**config.mk**
```make
export PLATFORM = sky130hd
export DESIGN_NAME = rr_bus_arbiter_flat
export DESIGN_NICKNAME = d
export VERILOG_FILES = /design/src/rtl/rr_bus_arbiter_pkg.sv /design/src/rtl/rr_bus_arbiter_if.sv /design/src/rtl/rr_bus_arbiter_pick8.sv /design/src/rtl/rr_bus_arbiter.sv /design/src/flat_wrapper.sv
export SDC_FILE = /design/constraint.sdc
export NUM_CORES = 1
export LEC_CHECK = 0
export BUFFER_PORTS_ARGS = -buffer_cell sky130_fd_sc_hd__buf_2
export CAP_MARGIN = 20
export CORE_AREA = 2 2 121 123
export CTS_CLUSTER_DIAMETER = 60
export CTS_CLUSTER_SIZE = 25
export DETAILED_ROUTE_END_ITERATION = 16
export DIE_AREA = 0 0 123 125
export GPL_TIMING_DRIVEN = 0
export PLACE_DENSITY = 0.64
export SETUP_SLACK_MARGIN = 0.2
export SYNTH_ARGS = -nofsm -noshare
export SYNTH_HDL_FRONTEND = slang
export SYNTH_HIERARCHICAL = 1
export SYNTH_SLANG_ARGS = --single-unit
```
**constraint.sdc**
```tcl
create_clock -name clk -period 5.7 [get_ports clk]
set_input_delay 1.14 -clock clk [delete_from_list [all_inputs] [get_ports clk]]
set_output_delay 1.14 -clock clk [all_outputs]
set_load 0.02 [all_outputs]
```
**src/rtl/rr_bus_arbiter_pkg.sv**
```systemverilog
// Shared types and constants for the round-robin bus arbiter.
//   NUM_CH  : number of requesting channels
//   DATA_W  : channel / bus data width
//   SEL_W   : width of a channel index
//   CNT_W   : width of the per-grant beat counter
package rr_bus_arbiter_pkg;

  localparam int unsigned NUM_CH = 8;
  localparam int unsigned DATA_W = 32;
  localparam int unsigned SEL_W  = 3;
  localparam int unsigned CNT_W  = 4;

  typedef enum logic {
    IDLE = 1'b0,
    BUSY = 1'b1
  } state_e;

  // One-hot encode a channel index.
  function automatic logic [NUM_CH-1:0] onehot(input logic [SEL_W-1:0] idx);
    return NUM_CH'(1) << idx;
  endfunction

endpackage : rr_bus_arbiter_pkg

```
**src/rtl/rr_bus_arbiter_if.sv**
```systemverilog
// Request/data/grant bundle between requesters, arbiter and downstream bus.
//   req, d0..d7, bus_ready  : requester / downstream side inputs to the arbiter
//   gnt, sel, bus_valid,
//   databus, beat_cnt       : arbiter outputs
// Modports: slave = arbiter view, master = environment view.
interface rr_bus_arbiter_if;
  import rr_bus_arbiter_pkg::*;

  logic [NUM_CH-1:0] req;
  logic [DATA_W-1:0] d0, d1, d2, d3, d4, d5, d6, d7;
  logic              bus_ready;
  logic [NUM_CH-1:0] gnt;
  logic [SEL_W-1:0]  sel;
  logic              bus_valid;
  logic [DATA_W-1:0] databus;
  logic [CNT_W-1:0]  beat_cnt;

  modport slave (
    input  req, d0, d1, d2, d3, d4, d5, d6, d7, bus_ready,
    output gnt, sel, bus_valid, databus, beat_cnt
  );

  modport master (
    output req, d0, d1, d2, d3, d4, d5, d6, d7, bus_ready,
    input  gnt, sel, bus_valid, databus, beat_cnt
  );

endinterface : rr_bus_arbiter_if

```
**src/rtl/rr_bus_arbiter_pick8.sv**
```systemverilog
// Combinational round-robin search over 8 requests.
//   req   : request vector
//   ptr   : last granted index; search starts at ptr+1 and wraps to ptr
//   found : any request set
//   idx   : first set request in search order (0 when none)
module rr_pick8
  import rr_bus_arbiter_pkg::*;
(
  input  logic [NUM_CH-1:0] req,
  input  logic [SEL_W-1:0]  ptr,
  output logic              found,
  output logic [SEL_W-1:0]  idx
);

  logic [SEL_W-1:0] cand;

  // Offsets 1..8 wrap modulo 8, so ptr itself is tried last.
  always_comb begin
    found = 1'b0;
    idx   = '0;
    cand  = '0;
    for (int k = 1; k <= int'(NUM_CH); k++) begin
      cand = ptr + SEL_W'(k);
      if (!found && req[cand]) begin
        found = 1'b1;
        idx   = cand;
      end
    end
  end

endmodule : rr_pick8

```
**src/rtl/rr_bus_arbiter.sv**
```systemverilog
// Round-robin arbiter granting one of 8 channels the shared data bus for up
// to MAX_BURST accepted beats per grant, with back-to-back regrant.
//   clk, rst_n : clock, asynchronous active-low reset
//   bus        : slave modport (req, d0..d7, bus_ready in;
//                gnt, sel, bus_valid, databus, beat_cnt out)
module rr_bus_arbiter
  import rr_bus_arbiter_pkg::*;
#(
  parameter int unsigned MAX_BURST = 4
) (
  input  logic             clk,
  input  logic             rst_n,
  rr_bus_arbiter_if.slave  bus
);

  if (MAX_BURST < 1 || MAX_BURST > 15) begin : g_bad_burst
    $error("rr_bus_arbiter: MAX_BURST must be in 1..15");
  end

  state_e            state_q, state_d;
  logic [SEL_W-1:0]  ptr_q, ptr_d;
  logic [SEL_W-1:0]  sel_q, sel_d;
  logic [NUM_CH-1:0] gnt_q, gnt_d;
  logic              valid_q, valid_d;
  logic [CNT_W-1:0]  cnt_q, cnt_d;

  logic              idle_found, rel_found;
  logic [SEL_W-1:0]  idle_idx, rel_idx;
  logic              accept, last_beat, rel;
  logic [DATA_W-1:0] mux_data;

  // Fresh arbitration from the stored pointer while idle.
  rr_pick8 u_pick_idle (
    .req   (bus.req),
    .ptr   (ptr_q),
    .found (idle_found),
    .idx   (idle_idx)
  );

  // Regrant search on release uses the pointer as it will be loaded (sel),
  // which makes the releasing channel the lowest priority.
  rr_pick8 u_pick_rel (
    .req   (bus.req),
    .ptr   (sel_q),
    .found (rel_found),
    .idx   (rel_idx)
  );

  assign accept    = valid_q & bus.bus_ready;
  assign last_beat = accept && (cnt_q == CNT_W'(MAX_BURST - 1));
  assign rel       = !bus.req[sel_q] || last_beat;

  // State register.
  always_ff @(posedge clk or negedge rst_n) begin
    if (!rst_n) begin
      state_q <= IDLE;
      ptr_q   <= SEL_W'(NUM_CH - 1);
      sel_q   <= '0;
      gnt_q   <= '0;
      valid_q <= 1'b0;
      cnt_q   <= '0;
    end else begin
      state_q <= state_d;
      ptr_q   <= ptr_d;
      sel_q   <= sel_d;
      gnt_q   <= gnt_d;
      valid_q <= valid_d;
      cnt_q   <= cnt_d;
    end
  end

  // Next-state and registered-output logic.
  always_comb begin
    state_d = state_q;
    ptr_d   = ptr_q;
    sel_d   = sel_q;
    gnt_d   = gnt_q;
    valid_d = valid_q;
    cnt_d   = cnt_q;

    case (state_q)
      IDLE: begin
        if (idle_found) begin
          state_d = BUSY;
          sel_d   = idle_idx;
          gnt_d   = onehot(idle_idx);
          valid_d = 1'b1;
          cnt_d   = '0;
        end
      end

      BUSY: begin
        if (accept) begin
          cnt_d = cnt_q + CNT_W'(1);
        end
        if (rel) begin
          ptr_d = sel_q;
          if (rel_found) begin
            sel_d = rel_idx;
            gnt_d = onehot(rel_idx);
            cnt_d = '0;
          end else begin
            state_d = IDLE;
            sel_d   = '0;
            gnt_d   = '0;
            valid_d = 1'b0;
            cnt_d   = '0;
          end
        end
      end

      default: begin
        state_d = IDLE;
        sel_d   = '0;
        gnt_d   = '0;
        valid_d = 1'b0;
        cnt_d   = '0;
      end
    endcase
  end

  // 8-to-1 data select driven by the registered channel index.
  always_comb begin
    mux_data = '0;
    case (sel_q)
      3'd0:    mux_data = bus.d0;
      3'd1:    mux_data = bus.d1;
      3'd2:    mux_data = bus.d2;
      3'd3:    mux_data = bus.d3;
      3'd4:    mux_data = bus.d4;
      3'd5:    mux_data = bus.d5;
      3'd6:    mux_data = bus.d6;
      3'd7:    mux_data = bus.d7;
      default: mux_data = '0;
    endcase
  end

  assign bus.gnt       = gnt_q;
  assign bus.sel       = sel_q;
  assign bus.bus_valid = valid_q;
  assign bus.beat_cnt  = cnt_q;
  assign bus.databus   = valid_q ? mux_data : '0;

endmodule : rr_bus_arbiter

```
**src/flat_wrapper.sv**
```systemverilog
// flat-port wrapper written by rule: the top's interface ports become plain ports
module rr_bus_arbiter_flat import rr_bus_arbiter_pkg::*;
#(
  parameter int unsigned MAX_BURST = 4
)
  (clk, rst_n, bus_req, bus_d0, bus_d1, bus_d2, bus_d3, bus_d4, bus_d5, bus_d6, bus_d7, bus_bus_ready, bus_gnt, bus_sel, bus_bus_valid, bus_databus, bus_beat_cnt);
  rr_bus_arbiter_if bus_i ();
  input  logic clk;
  input  logic rst_n;
  input wire logic [$bits(bus_i.req)-1:0] bus_req;
  input wire logic [$bits(bus_i.d0)-1:0] bus_d0;
  input wire logic [$bits(bus_i.d1)-1:0] bus_d1;
  input wire logic [$bits(bus_i.d2)-1:0] bus_d2;
  input wire logic [$bits(bus_i.d3)-1:0] bus_d3;
  input wire logic [$bits(bus_i.d4)-1:0] bus_d4;
  input wire logic [$bits(bus_i.d5)-1:0] bus_d5;
  input wire logic [$bits(bus_i.d6)-1:0] bus_d6;
  input wire logic [$bits(bus_i.d7)-1:0] bus_d7;
  input wire logic [$bits(bus_i.bus_ready)-1:0] bus_bus_ready;
  output wire logic [$bits(bus_i.gnt)-1:0] bus_gnt;
  output wire logic [$bits(bus_i.sel)-1:0] bus_sel;
  output wire logic [$bits(bus_i.bus_valid)-1:0] bus_bus_valid;
  output wire logic [$bits(bus_i.databus)-1:0] bus_databus;
  output wire logic [$bits(bus_i.beat_cnt)-1:0] bus_beat_cnt;
  assign bus_i.req = bus_req;
  assign bus_i.d0 = bus_d0;
  assign bus_i.d1 = bus_d1;
  assign bus_i.d2 = bus_d2;
  assign bus_i.d3 = bus_d3;
  assign bus_i.d4 = bus_d4;
  assign bus_i.d5 = bus_d5;
  assign bus_i.d6 = bus_d6;
  assign bus_i.d7 = bus_d7;
  assign bus_i.bus_ready = bus_bus_ready;
  assign bus_gnt = bus_i.gnt;
  assign bus_sel = bus_i.sel;
  assign bus_bus_valid = bus_i.bus_valid;
  assign bus_databus = bus_i.databus;
  assign bus_beat_cnt = bus_i.beat_cnt;
  rr_bus_arbiter #(.MAX_BURST(MAX_BURST)) u_core (.clk(clk), .rst_n(rst_n), .bus(bus_i));
endmodule
```
; ---- Word-level counts from Yosys, hierarchy flattened
; Cells that the tools add are included.
[word_totals]
ff_bits = 20
latchBits = 0
ram_bits = 0
mem_bits_ro = 0
in_bits = 267
output_inout_bits = 48
word_cells = 175
n_memories = 0
[op_classes]
n_addsub = 15
n_mul = 0
n_div = 0
magnitude_cmp = 16
eq_ne = 12
shift = 2
muxes = 86
bitwise = 2
reduce_logical = 36
[ops]
columns = operator, count
row1 = $pmux 32 s8, 1
row2 = $lt 3x4->1 const B, 16
row3 = $mux 3, 19
row4 = $bmux 1 s3, 16
row5 = $mux 1, 38
row6 = $mux 32, 1
row7 = $add 3x3->3 const B, 8
row8 = $mux 8, 3
row9 = $pmux 8 s2, 1
row10 = $shl 1x3->8 const A, 2
row11 = $logic_and 1x1->1, 15
row12 = $logic_not 1->1, 15
row13 = $add 3x2->3 const B, 4
row14 = $eq 3x3->1 const B, 4
row15 = $mux 4, 3
row16 = $pmux 4 s2, 1
row17 = $add 3x1->3 const B, 2
row18 = $eq 3x2->1 const B, 2
row19 = $pmux 3 s2, 1
row20 = $reduce_and 2->1, 3
row21 = $add 4x1->4 const B, 1
row22 = $eq 4x2->1 const B, 1
row23 = $ne 2x2->1 const B, 2
row24 = $pmux 1 s2, 2
row25 = 8 further kinds, 8

; ---- Depth between registers and ports, before layout
; Gate-level depths: netlist of the first run.
[depth]
word_depth = 29
depth_mapped = 16
depth_no_buf = 12

; ---- By module
; The synthesis of the first run kept the hierarchy.
[modules_own_cells]
columns = mod, n_inst, cells_per_inst, area_each_um2, seq_area_each_um2
row1 = rr_bus_arbiter, 1, 349, 3231.8, 504.2
row2 = rr_pick8, 2, 93, 785.8, 0.0

; ---- Worst setup path before layout of the first run
; No wires, ideal clock.
[synth_path]
path_kind = reg2reg
start = reg u_core.sel_q[1], in the netlist u_core/bus.sel[1]
end = reg u_core.gnt_q[6], in the netlist u_core/bus.gnt[6]
setup_time_ns = 0.125
arrival_ns = 4.150
t_required_ns = 5.575
slack_ns = 1.425
stages_incl_launch_ff = 16
n_path_buf = 4
synth_period_minus_slack_ns = 4.275
cell_sequence = dfrtp_1 -> clkbuf_1 -> clkbuf_1 -> inv_1 -> ha_1 -> clkbuf_1 -> mux4_1 -> mux2_4 -> or4_1 -> buf_2 -> nor2_1 -> nand3_1 -> a31oi_1 -> nand2b_1 -> o22ai_1 -> mux2_4
[synth_via]
elab_chain_cells = 29
elab_cells_between_ends = 61
cone_classes = add/sub: 7 / eq/ne: 1 / shift: 1 / mux: 35 / reduce/logical: 17
[synth_lines]
columns = element, line
row1 = "start, declared", rr_bus_arbiter.sv:22  ; logic [SEL_W-1:0] sel_q, sel_d;
row2 = "start signal, assigned", rr_bus_arbiter.sv:65  ; sel_q <= sel_d;
row3 = $add 3x1->3, rr_bus_arbiter_pick8.sv:23  ; cand = ptr + SEL_W'(k);
row4 = $bmux 1 s3, rr_bus_arbiter_pick8.sv:24  ; if (!found && req[cand]) begin
row5 = $mux 1 (not written as such), rr_bus_arbiter_pick8.sv:24
row6 = $mux 1, rr_bus_arbiter_pick8.sv:24
row7 = $logic_not 1->1, rr_bus_arbiter_pick8.sv:24
row8 = $logic_and 1x1->1, rr_bus_arbiter_pick8.sv:24
row9 = $mux 1, rr_bus_arbiter_pick8.sv:24
row10 = $logic_not 1->1, rr_bus_arbiter_pick8.sv:24
row11 = (+14 left out), --
row12 = $logic_not 1->1, rr_bus_arbiter_pick8.sv:24
row13 = $logic_and 1x1->1, rr_bus_arbiter_pick8.sv:24
row14 = $mux 3 *, rr_bus_arbiter_pick8.sv:24
row15 = net u_core.rel_idx[0], rr_bus_arbiter.sv:28  ; logic [SEL_W-1:0] idle_idx, rel_idx;
row16 = $shl 1x3->8 *, rr_bus_arbiter_pkg.sv:20  ; return NUM_CH'(1) << idx;
row17 = $mux 8 *, rr_bus_arbiter.sv:98  ; if (rel_found) begin
row18 = $mux 8 *, rr_bus_arbiter.sv:96  ; if (rel) begin
row19 = $pmux 8 s2 *, rr_bus_arbiter.sv:81  ; case (state_q)
row20 = "end signal, assigned", rr_bus_arbiter.sv:66  ; gnt_q <= gnt_d;
row21 = "end, declared", rr_bus_arbiter.sv:23  ; logic [NUM_CH-1:0] gnt_q, gnt_d;
; The timed path passes the listed nets; every way through them passes the cells marked *. The select of a mux whose other input is x is not followed.
; A chain may end at the register's enable or synchronous reset.

; ---- Worst setup path after layout of the first run
; Ends and elaborated chain as after synthesis.

==> summary.txt, run 1 <==
FLOORPLANNING
-------------------------------------------------------------------------------------------------
Initial core utilization                                                                   0.3382
Core area                                                                              14,200 µm²
Die outline height                                                                         125 µm
Die area                                                                               15,380 µm²
Number of placed I/O pins                                                                     315
# rows                                                                                         44
X dimension of the die                                                                     123 µm

WORST HOLD PATH
-------------------------------------------------------------------------------------------------
Worst min-delay path class                                                           flop to flop
Instance count along the most critical hold path                                                1
Hold wc startpoint                                                                   u_core/bus.gnt[3]$_DFFE_PN0P_
Worst Hold Path EP                                                                   u_core/bus.gnt[3]$_DFFE_PN0P_

GLOBAL ROUTE
-------------------------------------------------------------------------------------------------
Initial antenna violation count                                                                 1
Via count of the first global-routing pass                                                  6,055
Maximum number of pins on one net before global-route repair                                   21
First-pass GRT wire length                                                              32,640 µm
Total congestion overflow                                                                       0
Total routing usage reported by global routing                                             0.2724

PLACEMENT
-------------------------------------------------------------------------------------------------
Routability Congestion                                                                     0.8837
Number of I/O port buffers                                                                    314
Instance area after placement                                                            6605 µm²
HPWL Detailed                                                                           18,100 µm

SYNTH
-------------------------------------------------------------------------------------------------
Share of synthesized flip-flops with an asynchronous set or reset                           1.000
Post-synth top area cell                                                             sky130_fd_sc_hd__mux4_2
Post-Synthesis Net Count                                                                      807
Number of synthesized flops with an enable pin                                                  0
Yosys Warn Count                                                                                6
Flop and latch count out of synthesis                                                          20
Mean instance size in the synthesized netlist                                           8.978 µm²
Area of the mapped netlist                                                               4803 µm²
Sequential element share of the synthesized area                                           0.1050
Post-Synthesis Cells                                                                          535
Synth Flop Type                                                                      sky130_fd_sc_hd__dfrtp_1
Fraction of synthesized cell area taken by the top area cell type                          0.1547
Biggest area contributors in the synthesized netlist                                 sky130_fd_sc_hd__mux4_2, sky130_fd_sc_hd__dfrtp_1, sky130_fd_sc_hd__mux2i_1
Number of distinct library cell variants in the gate-level netlist after synthesis             60

WORST SETUP PATH
-------------------------------------------------------------------------------------------------
Endpoint of the most critical register-to-register path                              u_core/bus.gnt[6]$_DFFE_PN0P_
Arrival time of data at the critical path endpoint                                        5120 ps
Startpoint kind of the worst setup timing path                                               flop
FF-to-FF setup slack                                                                       720 ps
Reg2Reg Depth                                                                                  15
Cell mode on critical path                                                           sky130_fd_sc_hd__clkbuf_1
Crit path max-delay cell type                                                        sky130_fd_sc_hd__dfrtp_1
Cell-by-cell trace of the critical path                                              clkbuf_1 -> clkbuf_1 -> inv_1 -> ha_1 -> clkbuf_1 -> mux4_1 -> mux2_2 -> or4_1 -> buf_2 -> nor2_1 -> nand3_1 -> a31oi_1 -> nand2b_1 -> o22ai_1 -> mux2_4
Crit-path leading delay family                                                       buffers and inverters
Critical Setup Path Class                                                            flop to flop
Type of element capturing the critical path                                                  flop
Crit-path max FO                                                                               10
CP Buf/Inv Count                                                                                5
CP required                                                                               5840 ps
Critical path's largest stage delay                                                        520 ps
Launch instance of the worst register-to-register path                               u_core/bus.sel[1]$_DFFE_PN0P_

STA
-------------------------------------------------------------------------------------------------
Final clock period utilization by the worst path                                           0.8742
Unrepaired setup endpoints after global routing                                                no
Final Hold Vio Count                                                                            0
Final setup violation count                                                                     0
Fin. max-slew vios                                                                              0
Hold slack final                                                                         509.6 ps
Peak Freq                                                                              0.2007 GHz
Final min period                                                                          4983 ps
Worst slew pin tran                                                                      690.7 ps
Worst-case clock skew                                                                    4.977 ps
Remaining max-slew budget at the tightest pin                                              0.5378
Setup TNS after final layout                                                                 0 ps

CLOCK NETWORK
-------------------------------------------------------------------------------------------------
Clock insertion delay at the later pin of the skew report                                  250 ps
Setup Fix Bufs, Post-CTS                                                                        0
TritonCTS clock tree                                                                          yes
Number of buffers created by CTS                                                                3
Number of sinks driven by the clock tree                                                       20
Max Root-Sink Buffers                                                                           2
Count of hold buffers inserted by post-cts repair                                               0
Number of cells upsized or downsized after cts                                                  0
Cell chosen for the clock root                                                       sky130_fd_sc_hd__clkbuf_16
Number of H-tree levels                                                                         1
CTS clock-pin slew for the worst setup and hold paths                                       60 ps

DETAILED ROUTING
-------------------------------------------------------------------------------------------------
Iter 0 DRT Violations                                                                         472
Detailed-routing iteration count for the pre-antenna-repair pass                                4
Detailed-routed wire length on met3                                                       1669 µm
DR vias                                                                                     5,998
Post-DR wirelength/cell                                                                  20.76 µm
Post-detailed-routing wire length                                                       21,530 µm
Number of remaining DRC errors                                                                  0
Top metal layer carrying routed signals                                                      met5
Met1 layer wirelength in the final routing                                                8620 µm
Routed wire length on met2                                                              10,640 µm
Antenna violation net count after detailed routing                                              0
Average vias per placed instance                                                            5.784

PWR
-------------------------------------------------------------------------------------------------
Worst supply voltage drop on vdd                                                        0.2345 mV
Power density cells                                                                  717.2 nW/µm²
Leak                                                                                  0.003234 µW
Sequential fraction of design power                                                         0.054
Switching Fraction                                                                         0.5516
Net switching power                                                                       2654 µW
Logic gate share of total power                                                             0.906
Power Internal                                                                            2158 µW
Tot Pwr                                                                                   4812 µW
Clock group share of total power                                                            0.040

RUN STATUS
-------------------------------------------------------------------------------------------------
Result of the run                                                                    finished clean

FINAL LAYOUT
-------------------------------------------------------------------------------------------------
Final-stage net count                                                                       1,126
Fin area                                                                                 6710 µm²
Antenna diode count                                                                             0
Synthesis-to-layout area growth                                                            39.70%
Core occupancy in the finished layout                                                      0.4724
Layout cell share with drive strength beyond 1                                             0.4959

JOB
-------------------------------------------------------------------------------------------------
Max-cap check violation count                                                                   0

-- power by group through the flow --
stage / registers [µW] / clock network [µW] / logic (µW)
2_1_floorplan: 289 / 0 / 3140
3_3_place_gp: 262 / 0 / 4290
3_5_place_dp: 265 / 0 / 4310
4_1_cts: 262 / 197 / 4330
5_1_grt: 268 / 203 / 4730
6_report: 261 / 192 / 4360
-- synth_stat cells (all sizes together) (6+ instances only) --
cell type and count:
nand2 55, o2bb2ai 7, o22a 6, inv 16
nor2b 10, nand2b 13, o32ai 6, a221oi 24
mux4 43, a31oi 7, mux2 43, nor3 6
o22ai 15, a21boi 12, a22oi 12, buf 28
a21oi 32, mux2i 31, clkbuf 20, o21ai 25
nor2 28, dfrtp 17, nand3 8
-- sequential cells by signal (all words and copies together), names as in the netlist --
register and count:
u_core/ptr_q 3, u_core/bus.beat_cnt 4, u_core/bus.gnt 8, u_core/bus.sel 3, u_core/bus.bus_valid 1, u_core/state_q 1
-- worst max-delay path by stage --
stage | startpoint | endpoint | cells past startpoint
floorplan | u_core/bus.sel[1]$_DFFE_PN0P_ | u_core/bus.gnt[6]$_DFFE_PN0P_ | 15
global placement | u_core/bus.sel[1]$_DFFE_PN0P_ | u_core/bus.gnt[6]$_DFFE_PN0P_ | 15
detailed placement | u_core/bus.sel[1]$_DFFE_PN0P_ | u_core/bus.gnt[6]$_DFFE_PN0P_ | 15
CTS | u_core/bus.sel[1]$_DFFE_PN0P_ | u_core/bus.gnt[6]$_DFFE_PN0P_ | 15
global route | u_core/bus.sel[1]$_DFFE_PN0P_ | u_core/bus.gnt[6]$_DFFE_PN0P_ | 15
finish | u_core/bus.sel[1]$_DFFE_PN0P_ | u_core/bus.gnt[6]$_DFFE_PN0P_ | 15
-- routing by layer --
layer,vias up,global-route usage
li1,2786,-
met1,2875,0.3486
met2,296,0.4716
met3,39,0.05064
met4,2,0.06417
met5,-,0
-- per-stage QoR --
| step | worst slack (ps) | std cells |
|---|---|---|
| after CTS | 743.4 | 1037 |
| after global routing | 375.2 | 1037 |
| final | 717.2 | 1037 |
| after floorplan | 1425 | 535 |
| after global placement | 806.9 | 1033 |
| after detailed placement | 780.7 | 1033 |
-- cell usage in the layout (no fill, tap or decap), types with 6 or more instances in the layout --
| master | n |
|---|---|
| sky130_fd_sc_hd__nor2_1 | 28 |
| sky130_fd_sc_hd__o2bb2ai_1 | 6 |
| sky130_fd_sc_hd__clkbuf_1 | 19 |
| sky130_fd_sc_hd__a221oi_1 | 24 |
| sky130_fd_sc_hd__inv_1 | 16 |
| sky130_fd_sc_hd__nand2_1 | 55 |
| sky130_fd_sc_hd__dfrtp_1 | 17 |
| sky130_fd_sc_hd__nand3_1 | 8 |
| sky130_fd_sc_hd__mux2i_1 | 31 |
| sky130_fd_sc_hd__mux2_4 | 14 |
| sky130_fd_sc_hd__o21ai_0 | 21 |
| sky130_fd_sc_hd__a21boi_0 | 12 |
| sky130_fd_sc_hd__a22oi_1 | 12 |
| sky130_fd_sc_hd__mux4_2 | 33 |
| sky130_fd_sc_hd__a21oi_1 | 32 |
| sky130_fd_sc_hd__mux2_1 | 10 |
| sky130_fd_sc_hd__o22ai_1 | 14 |
| sky130_fd_sc_hd__mux4_1 | 10 |
| sky130_fd_sc_hd__a31oi_1 | 7 |
| sky130_fd_sc_hd__nor2b_1 | 10 |
| sky130_fd_sc_hd__mux2_2 | 19 |
| sky130_fd_sc_hd__buf_1 | 6 |
| sky130_fd_sc_hd__buf_2 | 330 |
| sky130_fd_sc_hd__o22a_1 | 6 |
| sky130_fd_sc_hd__nand2b_1 | 13 |
-- cell type report --
class	count	area, µm²
Clock buffer	3	75.07
Inverter	18	67.56
Sequential cell	20	504.2
Timing Repair Buffer	314	1572
Tap cell	184	230.2
Clock inverter	1	30.03
Multi-Input combinational cell	449	3981
Buffer	48	250.2
Fill cell	1487	7493
-- kinds of logic after synthesis --
group           count (synthesis)  share of synthesized area
compound gates                186                     0.2857
xor+xnor                        6                    0.01094
fa+ha+maj                       5                    0.01302
buf+inv                        66                    0.06616
flops                          20                     0.1050
mux                           117                     0.3858
simple gates                  135                     0.1334
No activity file was read; power rests on OpenSTA's default activity.
==> inputs of run 2 (changes only) <==
==> constraint.sdc (replaced) <==
create_clock -name clk -period 5.4 [get_ports clk]
set_input_delay 1.08 -clock clk [delete_from_list [all_inputs] [get_ports clk]]
set_output_delay 1.08 -clock clk [all_outputs]
set_load 0.02 [all_outputs]
==> summary.txt, run 2 (same netlist as run 1, synthesis figures left out) <==
PLACEMENT
----------------------------------------------------------------------------------
Number of cells after detailed placement                                     1,033   unchanged
Routability Congestion                                                      0.8837   unchanged
HPWL Detailed                                                            18,100 µm   unchanged
Number of I/O port buffers                                                     314   unchanged

GLOBAL ROUTE
----------------------------------------------------------------------------------
Initial antenna violation count                                                  1   unchanged
Total routing usage reported by global routing                              0.2724   unchanged
Top Usage Layer GRT                                                           met2
Total congestion overflow                                                        0   unchanged
First-pass GRT wire length                                               32,640 µm   unchanged
Met1 layer usage reported by global route                                   0.3486   unchanged
Maximum number of pins on one net before global-route repair                    21   unchanged
Met3 usage in global routing                                               0.05064   unchanged
Via count of the first global-routing pass                                   6,055   unchanged
Met2 GRT Util                                                               0.4716   unchanged

JOB
----------------------------------------------------------------------------------
Max-cap check violation count                                                    0   unchanged

CLOCK NETWORK
----------------------------------------------------------------------------------
Clock insertion delay at the later pin of the skew report                   250 ps   about the same
Setup Fix Bufs, Post-CTS                                                         0   unchanged
CTS clock-pin slew for the worst setup and hold paths                        60 ps   about the same
Cell chosen for the clock root                                        sky130_fd_sc_hd__clkbuf_16
Max Root-Sink Buffers                                                            2   unchanged
Number of H-tree levels                                                          1   unchanged
TritonCTS clock tree                                                           yes
Number of cells upsized or downsized after cts                                   0   unchanged
Count of hold buffers inserted by post-cts repair                                0   unchanged
Number of sinks driven by the clock tree                                        20   unchanged
Number of buffers created by CTS                                                 3   unchanged

WORST SETUP PATH
----------------------------------------------------------------------------------
Crit-path max FO                                                                10   unchanged
Arrival time of data at the critical path endpoint                         5030 ps   -90 ps
Critical Setup Path Class                                             flop to flop
FF-to-FF setup slack                                                        510 ps   -210 ps
CP required                                                                5540 ps   -300 ps
Type of element capturing the critical path                                   flop
Startpoint kind of the worst setup timing path                                flop

DETAILED ROUTING
----------------------------------------------------------------------------------
Detailed-routing iteration count for the pre-antenna-repair pass                 5   +1
Average vias per placed instance                                             5.789   about the same
Iter 0 DRT Violations                                                          434   -8.1%
Antenna violation net count after detailed routing                               0   unchanged
Post-detailed-routing wire length                                        21,620 µm   +0.43%
DR vias                                                                      6,003   +0.083%
Number of remaining DRC errors                                                   0   unchanged
Post-DR wirelength/cell                                                   20.85 µm   +0.43%

STA
----------------------------------------------------------------------------------
Final setup violation count                                                      0   unchanged
Final min period                                                           4888 ps   -94.68 ps
Peak Freq                                                               0.2046 GHz   +1.9%
Setup TNS after final layout                                                  0 ps   unchanged
Hold slack final                                                          509.6 ps   -0.006000 ps
Final clock period utilization by the worst path                            0.9052   +0.03103
Fin. max-slew vios                                                               0   unchanged
Final Hold Vio Count                                                             0   unchanged
Worst slew pin tran                                                       722.7 ps   +32.02 ps
Unrepaired setup endpoints after global routing                                 no
Remaining max-slew budget at the tightest pin                               0.5164   -0.02142
Worst-case clock skew                                                     4.914 ps   -0.06311 ps

FLOORPLANNING
----------------------------------------------------------------------------------
Initial core utilization                                                    0.3382   unchanged
Die area                                                                15,380 µm²   unchanged
# rows                                                                          44   unchanged
Core area                                                               14,200 µm²   unchanged
X dimension of the die                                                      123 µm   unchanged
Number of placed I/O pins                                                      315   unchanged
Die outline height                                                          125 µm   unchanged

PWR
----------------------------------------------------------------------------------
Power density cells                                                   758.7 nW/µm²   +5.8%
Switching Fraction                                                          0.5519   about the same
Power Internal                                                             2284 µW   +5.8%
Leak                                                                   0.003238 µW   +0.11%
Net switching power                                                        2813 µW   +6.0%
Logic gate share of total power                                              0.906   about the same
Worst supply voltage drop on vdd                                         0.2484 mV   +5.9%
Clock group share of total power                                             0.040   about the same
Sequential fraction of design power                                          0.054   about the same

RUN STATUS
----------------------------------------------------------------------------------
Result of the run                                                     finished clean

FINAL LAYOUT
----------------------------------------------------------------------------------
Final-stage net count                                                        1,126   unchanged
Non-filler instance count after layout                                       1,037   unchanged
Flip-flop count of the largest register, all copies and words added              8   unchanged
Core occupancy in the finished layout                                       0.4730   +0.0005280
Commonest non-fill, non-tap cell in the layout                        sky130_fd_sc_hd__buf_2
Antenna diode count                                                              0   unchanged
Synthesis-to-layout area growth                                             39.85%
Layout cell share with drive strength beyond 1                              0.4982   +0.002345
Most used cells in the layout excluding fill and tap cells            sky130_fd_sc_hd__buf_2, sky130_fd_sc_hd__nand2_1, sky130_fd_sc_hd__mux4_2, sky130_fd_sc_hd__a21oi_1, sky130_fd_sc_hd__mux2i_1

WORST HOLD PATH
----------------------------------------------------------------------------------
Worst min-delay path class                                            flop to flop

## run 2: changes by cell type in the layout (fill, tap and decap cells not counted)
cell and delta:
sky130_fd_sc_hd__a31oi_1 -1, sky130_fd_sc_hd__a31oi_2 +1, sky130_fd_sc_hd__clkbuf_1 -1, sky130_fd_sc_hd__clkbuf_2 +1
## run 2: worst max-delay path, cell delays in order, from the launching register on
cell                       delay [ps]
sky130_fd_sc_hd__dfrtp_1          520
sky130_fd_sc_hd__clkbuf_1         320
sky130_fd_sc_hd__clkbuf_1         440
sky130_fd_sc_hd__inv_1            200
sky130_fd_sc_hd__ha_1             320
sky130_fd_sc_hd__clkbuf_1         370
sky130_fd_sc_hd__mux4_1           480
sky130_fd_sc_hd__mux2_2           350
sky130_fd_sc_hd__or4_1            470
sky130_fd_sc_hd__buf_2            170
sky130_fd_sc_hd__nor2_1           100
sky130_fd_sc_hd__nand3_1          110
sky130_fd_sc_hd__a31oi_2          340
sky130_fd_sc_hd__nand2b_1         180
sky130_fd_sc_hd__o22ai_1          110
sky130_fd_sc_hd__mux2_4           280
## run 2: area by class of cell
class	instances	area (µm²)
Inverter	18	67.56
Fill cell	1486	7486
Clock buffer	3	75.07
Buffer	48	251.5
Multi-Input combinational cell	449	3988
Tap cell	184	230.2
Sequential cell	20	504.2
Timing Repair Buffer	314	1572
Clock inverter	1	30.03
## run 2: metrics by stage
step	power (µW)	setup WS [ps]	cell area, µm²
after floorplan	3615	1125	4803
after global placement	4804	506.9	6605
after detailed placement	4832	480.7	6605
after CTS	5059	443.4	6710
after global routing	5503	200.7	6718
final	5097	511.8	6718
## run 2: per-layer routing
metal	routed length [µm]	up-vias
li1	-	2787
met4	584	2
met5	13	-
met3	1685	45
met1	8621	2875
met2	10710	294
## run 2: power groups by stage
stage / logic (µW) / registers, µW / clock network, µW
after floorplan: 3310 / 305 / 0
after global placement: 4530 / 276 / 0
after detailed placement: 4550 / 279 / 0
after CTS: 4570 / 277 / 208
after global routing: 5010 / 283 / 215
final: 4620 / 275 / 203
## run 2: final timing paths
| check | startpoint | to | cells after the start |
|---|---|---|---|
| setup / recovery | u_core/bus.sel[1]$_DFFE_PN0P_ | u_core/bus.gnt[6]$_DFFE_PN0P_ | 15 |
| hold reg to reg | u_core/bus.gnt[3]$_DFFE_PN0P_ | u_core/bus.gnt[3]$_DFFE_PN0P_ | 1 |
| max in group asynchronous | rst_n | u_core/ptr_q[1]$_DFFE_PN1P_ | 1 |
| setup reg to reg | u_core/bus.sel[1]$_DFFE_PN0P_ | u_core/bus.gnt[6]$_DFFE_PN0P_ | 15 |
| min in group asynchronous | rst_n | u_core/bus.gnt[2]$_DFFE_PN0P_ | 1 |
| hold / removal | u_core/bus.gnt[3]$_DFFE_PN0P_ | u_core/bus.gnt[3]$_DFFE_PN0P_ | 1 |
